`config.mk`:
```
export PLATFORM = sky130hd
export DESIGN_NAME = snake_collision_engine
export DESIGN_NICKNAME = d
export VERILOG_FILES = /design/src/rtl/snake_collision_engine.sv
export SDC_FILE = /design/constraint.sdc
export NUM_CORES = 1
export LEC_CHECK = 0
export BUFFER_PORTS_ARGS = -buffer_cell sky130_fd_sc_hd__buf_2
export CAP_MARGIN = 20
export CORE_MARGIN = 2
export CORE_UTILIZATION = 45
export DETAILED_ROUTE_END_ITERATION = 16
export GPL_TIMING_DRIVEN = 0
export PLACE_DENSITY = 0.67
export SLEW_MARGIN = 40
export SYNTH_ARGS = -nofsm -noshare
export SYNTH_HDL_FRONTEND = slang
export SYNTH_SLANG_ARGS = --single-unit
```
`constraint.sdc`:
```
create_clock -name clk -period 4.8 [get_ports clk]
set_input_delay 0.72 -clock clk [delete_from_list [all_inputs] [get_ports clk]]
set_output_delay 0.72 -clock clk [all_outputs]
set_load 0.03 [all_outputs]
```
`src/rtl/snake_collision_engine.sv`:
```
// Snake move engine: computes the next head cell from head + direction and
// classifies the move as wall / body / food hit. Keeps a sticky game-over flag
// and a saturating food counter. Four-state sequencer, result at T+3.
module snake_collision_engine #(
    parameter int GRID_W = 8,
    parameter int GRID_H = 8,
    parameter int XW     = 3,
    parameter int YW     = 3,
    parameter int WRAP   = 0,
    parameter int CNT_W  = 8
) (
    input  logic                       clk,
    input  logic                       reset_n,
    input  logic                       start,
    output logic                       ready,
    input  logic [XW-1:0]              head_x,
    input  logic [YW-1:0]              head_y,
    input  logic [1:0]                 dir,
    input  logic [XW-1:0]              tail_x,
    input  logic [YW-1:0]              tail_y,
    input  logic [XW-1:0]              food_x,
    input  logic [YW-1:0]              food_y,
    input  logic [GRID_W*GRID_H-1:0]   occupancy,
    input  logic                       clear_over,
    output logic                       done,
    output logic [XW-1:0]              next_x,
    output logic [YW-1:0]              next_y,
    output logic                       hit_wall,
    output logic                       hit_body,
    output logic                       hit_food,
    output logic                       collide,
    output logic                       game_over,
    output logic [CNT_W-1:0]           food_count
);

    typedef enum logic [1:0] {IDLE, STEP, CHECK, REPORT} state_t;

    // Grid bounds at coordinate width (+1 bit so GRID_W == 2**XW still fits).
    localparam logic [XW:0]   GW   = (XW+1)'(GRID_W);
    localparam logic [YW:0]   GH   = (YW+1)'(GRID_H);
    localparam logic [XW-1:0] XMAX = XW'(GRID_W - 1);
    localparam logic [YW-1:0] YMAX = YW'(GRID_H - 1);

    state_t state_q, state_d;

    // Captured move request
    logic [XW-1:0]            hx_q, hx_d, tx_q, tx_d, fx_q, fx_d;
    logic [YW-1:0]            hy_q, hy_d, ty_q, ty_d, fy_q, fy_d;
    logic [1:0]               dir_q, dir_d;
    logic [GRID_W*GRID_H-1:0] occ_q, occ_d;

    // Candidate cell from STEP
    logic [XW-1:0] cx_q, cx_d;
    logic [YW-1:0] cy_q, cy_d;
    logic          wall_q, wall_d;

    // Result / status registers
    logic [XW-1:0]    nx_q, nx_d;
    logic [YW-1:0]    ny_q, ny_d;
    logic             hw_q, hw_d, hb_q, hb_d, hf_q, hf_d, done_q, done_d, go_q, go_d;
    logic [CNT_W-1:0] fc_q, fc_d;

    // Step stage signals
    logic [XW-1:0] step_x;
    logic [YW-1:0] step_y;
    logic          step_wall;

    // Check stage signals
    logic occ_bit, chk_food, chk_tail, chk_body;

    // Next cell and wall flag; a head already off-grid is always a wall hit.
    // Edges are compared explicitly so wrap works for any grid size.
    always_comb begin
        step_x    = hx_q;
        step_y    = hy_q;
        step_wall = 1'b0;
        if (({1'b0, hx_q} >= GW) || ({1'b0, hy_q} >= GH)) begin
            step_wall = 1'b1;
        end else begin
            case (dir_q)
                2'b00: if (hy_q == '0) begin
                           if (WRAP != 0) step_y = YMAX; else step_wall = 1'b1;
                       end else step_y = hy_q - YW'(1);
                2'b01: if (hy_q == YMAX) begin
                           if (WRAP != 0) step_y = '0; else step_wall = 1'b1;
                       end else step_y = hy_q + YW'(1);
                2'b10: if (hx_q == '0) begin
                           if (WRAP != 0) step_x = XMAX; else step_wall = 1'b1;
                       end else step_x = hx_q - XW'(1);
                default: if (hx_q == XMAX) begin
                           if (WRAP != 0) step_x = '0; else step_wall = 1'b1;
                       end else step_x = hx_q + XW'(1);
            endcase
        end
    end

    // Occupancy lookup at the candidate (x=0 is the row MSB) and hit flags.
    // The tail cell is vacated on a normal move but stays put when food is eaten.
    always_comb begin
        occ_bit = 1'b0;
        for (int yy = 0; yy < GRID_H; yy++) begin
            for (int xx = 0; xx < GRID_W; xx++) begin
                if (cy_q == YW'(yy) && cx_q == XW'(xx))
                    occ_bit = occ_q[yy*GRID_W + GRID_W - 1 - xx];
            end
        end
        chk_food = !wall_q && (cx_q == fx_q) && (cy_q == fy_q);
        chk_tail = (cx_q == tx_q) && (cy_q == ty_q);
        chk_body = !wall_q && occ_bit && !(chk_tail && !chk_food);
    end

    // Sequencer, request capture, result load and game status update
    always_comb begin
        state_d = state_q;
        hx_d = hx_q;  hy_d = hy_q;  dir_d = dir_q;
        tx_d = tx_q;  ty_d = ty_q;  fx_d = fx_q;  fy_d = fy_q;
        occ_d = occ_q;
        cx_d = cx_q;  cy_d = cy_q;  wall_d = wall_q;
        nx_d = nx_q;  ny_d = ny_q;
        hw_d = hw_q;  hb_d = hb_q;  hf_d = hf_q;
        done_d = 1'b0;
        go_d = go_q;
        fc_d = fc_q;

        case (state_q)
            IDLE: if (start && ready) begin
                hx_d = head_x;  hy_d = head_y;  dir_d = dir;
                tx_d = tail_x;  ty_d = tail_y;
                fx_d = food_x;  fy_d = food_y;
                occ_d = occupancy;
                state_d = STEP;
            end
            STEP: begin
                cx_d = step_x;  cy_d = step_y;  wall_d = step_wall;
                state_d = CHECK;
            end
            CHECK: begin
                nx_d = cx_q;  ny_d = cy_q;
                hw_d = wall_q;  hb_d = chk_body;  hf_d = chk_food;
                done_d = 1'b1;
                state_d = REPORT;
            end
            default: state_d = IDLE;
        endcase

        if (clear_over) begin
            go_d = 1'b0;
            fc_d = '0;
        end
        // A collision in REPORT overrides a simultaneous clear.
        if (state_q == REPORT) begin
            if (hw_q || hb_q)
                go_d = 1'b1;
            else if (hf_q && !clear_over && fc_q != {CNT_W{1'b1}})
                fc_d = fc_q + CNT_W'(1);
        end
    end

    // State and datapath registers
    always_ff @(posedge clk or negedge reset_n) begin
        if (!reset_n) begin
            state_q <= IDLE;
            hx_q <= '0;  hy_q <= '0;  dir_q <= '0;
            tx_q <= '0;  ty_q <= '0;  fx_q <= '0;  fy_q <= '0;
            occ_q <= '0;
            cx_q <= '0;  cy_q <= '0;  wall_q <= 1'b0;
            nx_q <= '0;  ny_q <= '0;
            hw_q <= 1'b0;  hb_q <= 1'b0;  hf_q <= 1'b0;
            done_q <= 1'b0;  go_q <= 1'b0;  fc_q <= '0;
        end else begin
            state_q <= state_d;
            hx_q <= hx_d;  hy_q <= hy_d;  dir_q <= dir_d;
            tx_q <= tx_d;  ty_q <= ty_d;  fx_q <= fx_d;  fy_q <= fy_d;
            occ_q <= occ_d;
            cx_q <= cx_d;  cy_q <= cy_d;  wall_q <= wall_d;
            nx_q <= nx_d;  ny_q <= ny_d;
            hw_q <= hw_d;  hb_q <= hb_d;  hf_q <= hf_d;
            done_q <= done_d;  go_q <= go_d;  fc_q <= fc_d;
        end
    end

    assign ready      = (state_q == IDLE) && !go_q;
    assign done       = done_q;
    assign next_x     = nx_q;
    assign next_y     = ny_q;
    assign hit_wall   = hw_q;
    assign hit_body   = hb_q;
    assign hit_food   = hf_q;
    assign collide    = hw_q | hb_q;
    assign game_over  = go_q;
    assign food_count = fc_q;

endmodule

```
# Word level (Yosys, flattened, before mapping)
# Index checks and enable logic that the tools add are counted.
# W data, S select, Z words.
[word_totals]
elab_cells = 226
romBits = 0
out_inout_bits = 21
latch_bits = 0
ram_bits = 0
mem_count = 0
register_bits = 112
[classes]
mux = 85
n_lt_le_gt_ge = 0
shifts = 0
addsub = 5
eq_ne = 27
mul = 0
n_reduce_logical = 88
bitwise = 1
div_mod_pow = 0
[ops]
columns = ["op", "n"]
rows = [
  ["$logic_and A1 B1 Y1", 74],
  ["$mux W1", 72],
  ["$mux W8", 4],
  ["$eq A3 B3 Y1 const B", 10],
  ["$eq A3 B2 Y1 const B", 4],
  ["$eq A3 B3 Y1", 4],
  ["$logic_not A3 Y1", 4],
  ["$mux W3", 4],
  ["$pmux W3 S2", 2],
  ["$add A8 B1 Y8 const B", 1],
  ["$ne A8 B8 Y1 const B", 1],
  ["$add A3 B1 Y3 const B", 2],
  ["$eq A2 B2 Y1 const B", 3],
  ["$eq A3 B1 Y1 const B", 2],
  ["$pmux W2 S3", 1],
  ["$sub A3 B1 Y3 const B", 2],
  ["$logic_not A1 Y1", 5],
  ["$eq A2 B1 Y1 const B", 2],
  ["$logic_not A2 Y1", 2],
  ["$pmux W1 S3", 1],
  ["$mux W2", 1],
  ["$ne A2 B2 Y1 const B", 1],
  ["$reduce_and A2 Y1", 1],
  ["$reduce_or A2 Y1", 1],
  ["2 further kinds", 2],
]

# Longest topological paths before layout
[logic_depth]
ltp_word = 68
ltp_mapped = 9
ltp_nobuf = 8

# Worst setup path after synthesis
# No wires, ideal clock.
[synth_path]
path_kind = "register to register"
from = "reg state_q[0]"
to = "reg hx_q[0]"
path_buffers = 2
arrival_ns = 2.061
setup_time_ns = 0.125
period_less_slack_ns = 2.186
stages_incl_launch_ff = 8
path_slack_ns = 2.614
required_time_ns = 4.675
path_cell_list = "dfrtp_1 inv_1 ha_1 nor2b_1 nand2_1 clkbuf_1 buf_2 mux2_2"
[synth_between]
elab_chain_len = 4
[synth_rtl]
columns = ["item", "line", "text"]
rows = [
  ["from (decl)", "44", "state_t state_q, state_d;"],
  ["from (signal assigned)", "171", "state_q <= state_d;"],
  ["$logic_not A2 Y1", "182", "assign ready = (state_q == IDLE) && !go_q;"],
  ["$logic_and A1 B1 Y1", "182", ""],
  ["via ready", "15", "output logic ready,"],
  ["$logic_and A1 B1 Y1", "126", "IDLE: if (start && ready) begin"],
  ["$reduce_and A2 Y1 (no source line)", "-", ""],
  ["to (signal assigned)", "163", "hx_q <= '0; hy_q <= '0; dir_q <= '0;"],
  ["to (signal assigned)", "172", "hx_q <= hx_d; hy_q <= hy_d; dir_q <= dir_d;"],
  ["to (decl)", "47", "logic [XW-1:0] hx_q, hx_d, tx_q, tx_d, fx_q, fx_d;"],
]
# The timed path passes the listed nets, and every way through them passes these cells.
# A chain may end at the register's enable or synchronous reset.

# Worst setup path in the final report
[layout_path]
from = "reg state_q[0]"
to = "reg dir_q[1]"
[layout_between]
elab_chain_len = 4
[layout_rtl]
columns = ["item", "line", "text"]
rows = [
  ["$logic_not A2 Y1 *", "125, 182", ""],
  ["$logic_and A1 B1 Y1", "182", ""],
  ["$logic_and A1 B1 Y1", "126", ""],
  ["$reduce_and A2 Y1 (no source line) *", "-", ""],
  ["to (signal assigned)", "163", ""],
  ["to (signal assigned)", "172", ""],
  ["to (decl)", "49", "logic [1:0] dir_q, dir_d;"],
]
# Mark *: on every way between the ends. The rest lies on a longest branch, timed or not.

==> summary.txt <==
Pwr
  • Reg power frac: about 36%
  • Comb power frac: approximately 47%
  • Power density cells: a little under 700 mW/mm2
  • Switching Share: 39.0%
  • Clock Power Share: between 15 and 20%
  • Static leakage: between 3 and 4 nW
  • Max VDD drop: 0.326 mV
  • Pwr Total: ~4.6 mW
  • Internal Power: approximately 2.8 mW
  • Switching power: 1.80 mW

CTS
  • Post-CTS sizing: 0
  • Clock buffer depth: 2
  • Htree depth: 3
  • Clk root buf: clkbuf_16
  • CTS tree: done
  • # hold bufs at CTS: 0
  • Reg clk slew, reported paths: 0.08 ns
  • Num CTS Buffers: 9
  • CTS sink cnt: 112
  • Post-CTS Repair Setup Buffers: 0
  • Worst skew pair latency: 0.36 ns

Critical path
  • Crit Path Max Fanout: 10
  • Worst path required time: approximately 5.0 ns
  • Setup CP Type: reg2reg
  • Slowest CP cell: clkbuf_1
  • CP endpoint kind: register
  • WP data arrival: roughly 2.9 ns
  • Worst path depth: 7
  • Reg-to-reg slack, setup: around 2.2 ns
  • CP max stage delay: roughly 0.62 ns
  • Buffers and inverters on the worst path: 3
  • Crit-path cells: inv_1, ha_1, nor2b_1, nand2_1, clkbuf_1, buf_2, mux2_2
  • CP endpoint: dir_q[1]
  • Reg2Reg Depth: 7
  • CP startpoint kind: register
  • CP delay by family, top: buffers and inverters
  • Worst Setup SP: state_q[0]
  • Reg-to-reg startpoint: state_q[0]
  • R2r endpoint: dir_q[1]

Synthesis
  • Largest area contributor in the netlist: dfrtp_1
  • Synth top cells by count: dfrtp_1, mux2_2, nand2_1
  • Synth area leaders: dfrtp_1, mux2_2, mux2i_1
  • Syn_nets: 576
  • Most frequently used flop master after synthesis: dfrtp_1
  • Yosys warns: 0
  • Share of the synthesized area in the top cell type: 49.4%
  • Netlist cell types: roughly 60
  • Number of synthesized flops with an enable pin: 0
  • Top-count cell post-synth: dfrtp_1
  • Syn avg cell area: 11.9 um2
  • Syn Inst Count: between 400 and 500
  • Sequential share of the synthesized area: 49.4%
  • Async S/R FF share, synth: 100%
  • Seq cells post-synth: approximately 110
  • Syn Std Cell Area: approximately 0.0057 mm2

Global route
  • First-pass GRT wire length: 22.2 mm
  • Vias in the first global route: 4,375
  • Total congestion overflow: 0
  • Largest net degree at the start of global routing: 63
  • GRT Resource Usage Total: a little over a fifth
  • Antenna violations before repair: 0

Layout
  • Fill cells: between 1,000 and 1,500
  • Max reg flops: 64
  • Top reg by flops: occ_q
  • Diode count: 0
  • Area delta synth->final: 19.5%
  • Final nets: between 600 and 700
  • Layout cells sized above 1: approximately 41%

Floorplanning
  • Die width: approximately 120 um
  • Number of I/O pins: 109
  • Die Height: about 120 um
  • Die Area: between 0.01 and 0.015 mm2
  • Standard-cell rows: 41
  • Core area: between 0.01 and 0.015 mm2
  • Initial Util: around 46%

Placed design
  • Dpl ws: between 2 and 2.5 ns
  • DP HPWL: about 10 mm
  • PortBufs: about 110
  • Routability-driven placement congestion ratio: a little under 0.9

Routing
  • Post-Route WL: 14.1 mm
  • Remaining DRCs: 0
  • Routed len/inst: approximately 18 um
  • Post-route ant nets: 0
  • First-pass iteration count of the detailed router: 5
  • Initial DRC count: roughly 270
  • Vias per cell: roughly 5.5
  • Vias: roughly 4,200

Worst hold path
  • Hold Crit Class: in2async

Timing
  • Setup Skew: between 0.01 and 0.015 ns
  • Final Max Slew Viols: 0
  • Fin crit share: 54.4%
  • Slew @ Worst Pin: approximately 0.76 ns
  • Min Tclk post-route: 2.61 ns
  • Min setup slack post-route: 2.19 ns
  • Final hold viol count: 0
  • Slew headroom: 49.3%
  • TNS Setup: 0 ns
  • Fmax: 0.383 GHz
  • Final setup violating endpoints: 0
  • RSZ-0062 raised after global routing: false

Status
  • Status: completed

Job
  • Max cap viols: 0
## stage by stage
step	hold WS [ns]	utilization (%)	area, um2	instances
3_3_place_gp	0.470	51.6	6430	757
6_report	0.283	54.4	6780	774
4_1_cts	0.300	54.4	6780	774
3_5_place_dp	0.487	51.9	6470	758
5_1_grt	0.313	54.4	6780	774
2_1_floorplan	0.424	-	5670	477
## final cells by class
cell class              count  area (um2)  share of cell area (%)
multi-input cells         317        2660                    39.2
clock buffers               9         225                    3.32
well taps                 172         215                    3.17
flip-flops and latches    112        2800                    41.3
inverters                  16        60.1                   0.886
plain buffers              32         153                    2.25
clock inverters             7        88.8                    1.31
repair buffers            109         578                    8.53
## cell families (layout without fill, tap and decap cells)
group                    Yosys count  count (layout)  synth area share (%)
multiplexers                     115             115                  22.8
flip-flops                       112             112                  49.4
AND/OR/NAND/NOR                  103             103                  10.2
AO/OA/AOI/OAI                     74              74                  9.20
buffers and inverters             48             173                  3.75
XOR/XNOR                          13              13                  2.01
adder cells (fa/ha/maj)           12              12                  2.60
## worst min-delay path by stage
stage	start	endpoint	slack [ns]	cells past startpoint
final	reset_n	occ_q[17]	0.28	1
after global placement	food_count[4]	food_count[4]	0.47	1
after global routing	reset_n	done	0.31	1
after CTS	reset_n	next_y[2]	0.30	1
after floorplan	reset_n	cx_q[0]	0.42	0
after detailed placement	occ_q[45]	occ_q[45]	0.49	1
## routing by layer
metal  wire length [um]  part of all wire, %  vias to the layer above  global-route usage, %
met1               6470                   46                     2091                   29.2
met3                882                  6.3                       19                   5.24
met4                287                  2.0                        0                   8.25
met2               6420                   46                      145                   34.7
met5                  0                    0                        -                      0
li1                   -                    -                     1976                      -
## cells in the final DEF, fill, tap and decap left out, types with 3 or more instances in the layout
cell,netlist,routed
nor4b_1,3,3
nor2_1,12,12
clkbuf_1,10,10
nor3_1,4,4
inv_1,14,14
clkbuf_16,0,9
o221ai_1,3,3
o21ai_0,15,15
a21oi_1,13,13
nor2b_1,10,10
nand3_1,7,7
or2_2,3,3
and3_1,5,5
buf_4,3,3
nor4_1,7,7
mux2i_1,19,19
xor2_1,7,7
nand4_1,8,8
a221oi_1,4,4
xnor2_1,6,6
o211ai_1,4,4
buf_2,17,124
mux2_2,94,94
dfrtp_1,112,112
ha_1,11,11
a31oi_1,4,4
nand2_1,24,24
o22ai_1,6,6
nor3b_1,4,4
nand2b_1,6,6
a211oi_1,4,4
## power by group through the flow
stage / combinational [mW] / clock, mW / sequential [mW]
2_1_floorplan: 1.55 / 0 / 1.67
3_3_place_gp: 2.07 / 0 / 1.68
3_5_place_dp: 2.13 / 0 / 1.70
4_1_cts: 2.14 / 0.809 / 1.68
5_1_grt: 2.32 / 0.846 / 1.73
6_report: 2.15 / 0.788 / 1.68
Note: power is estimated with default switching activity, not from simulation.
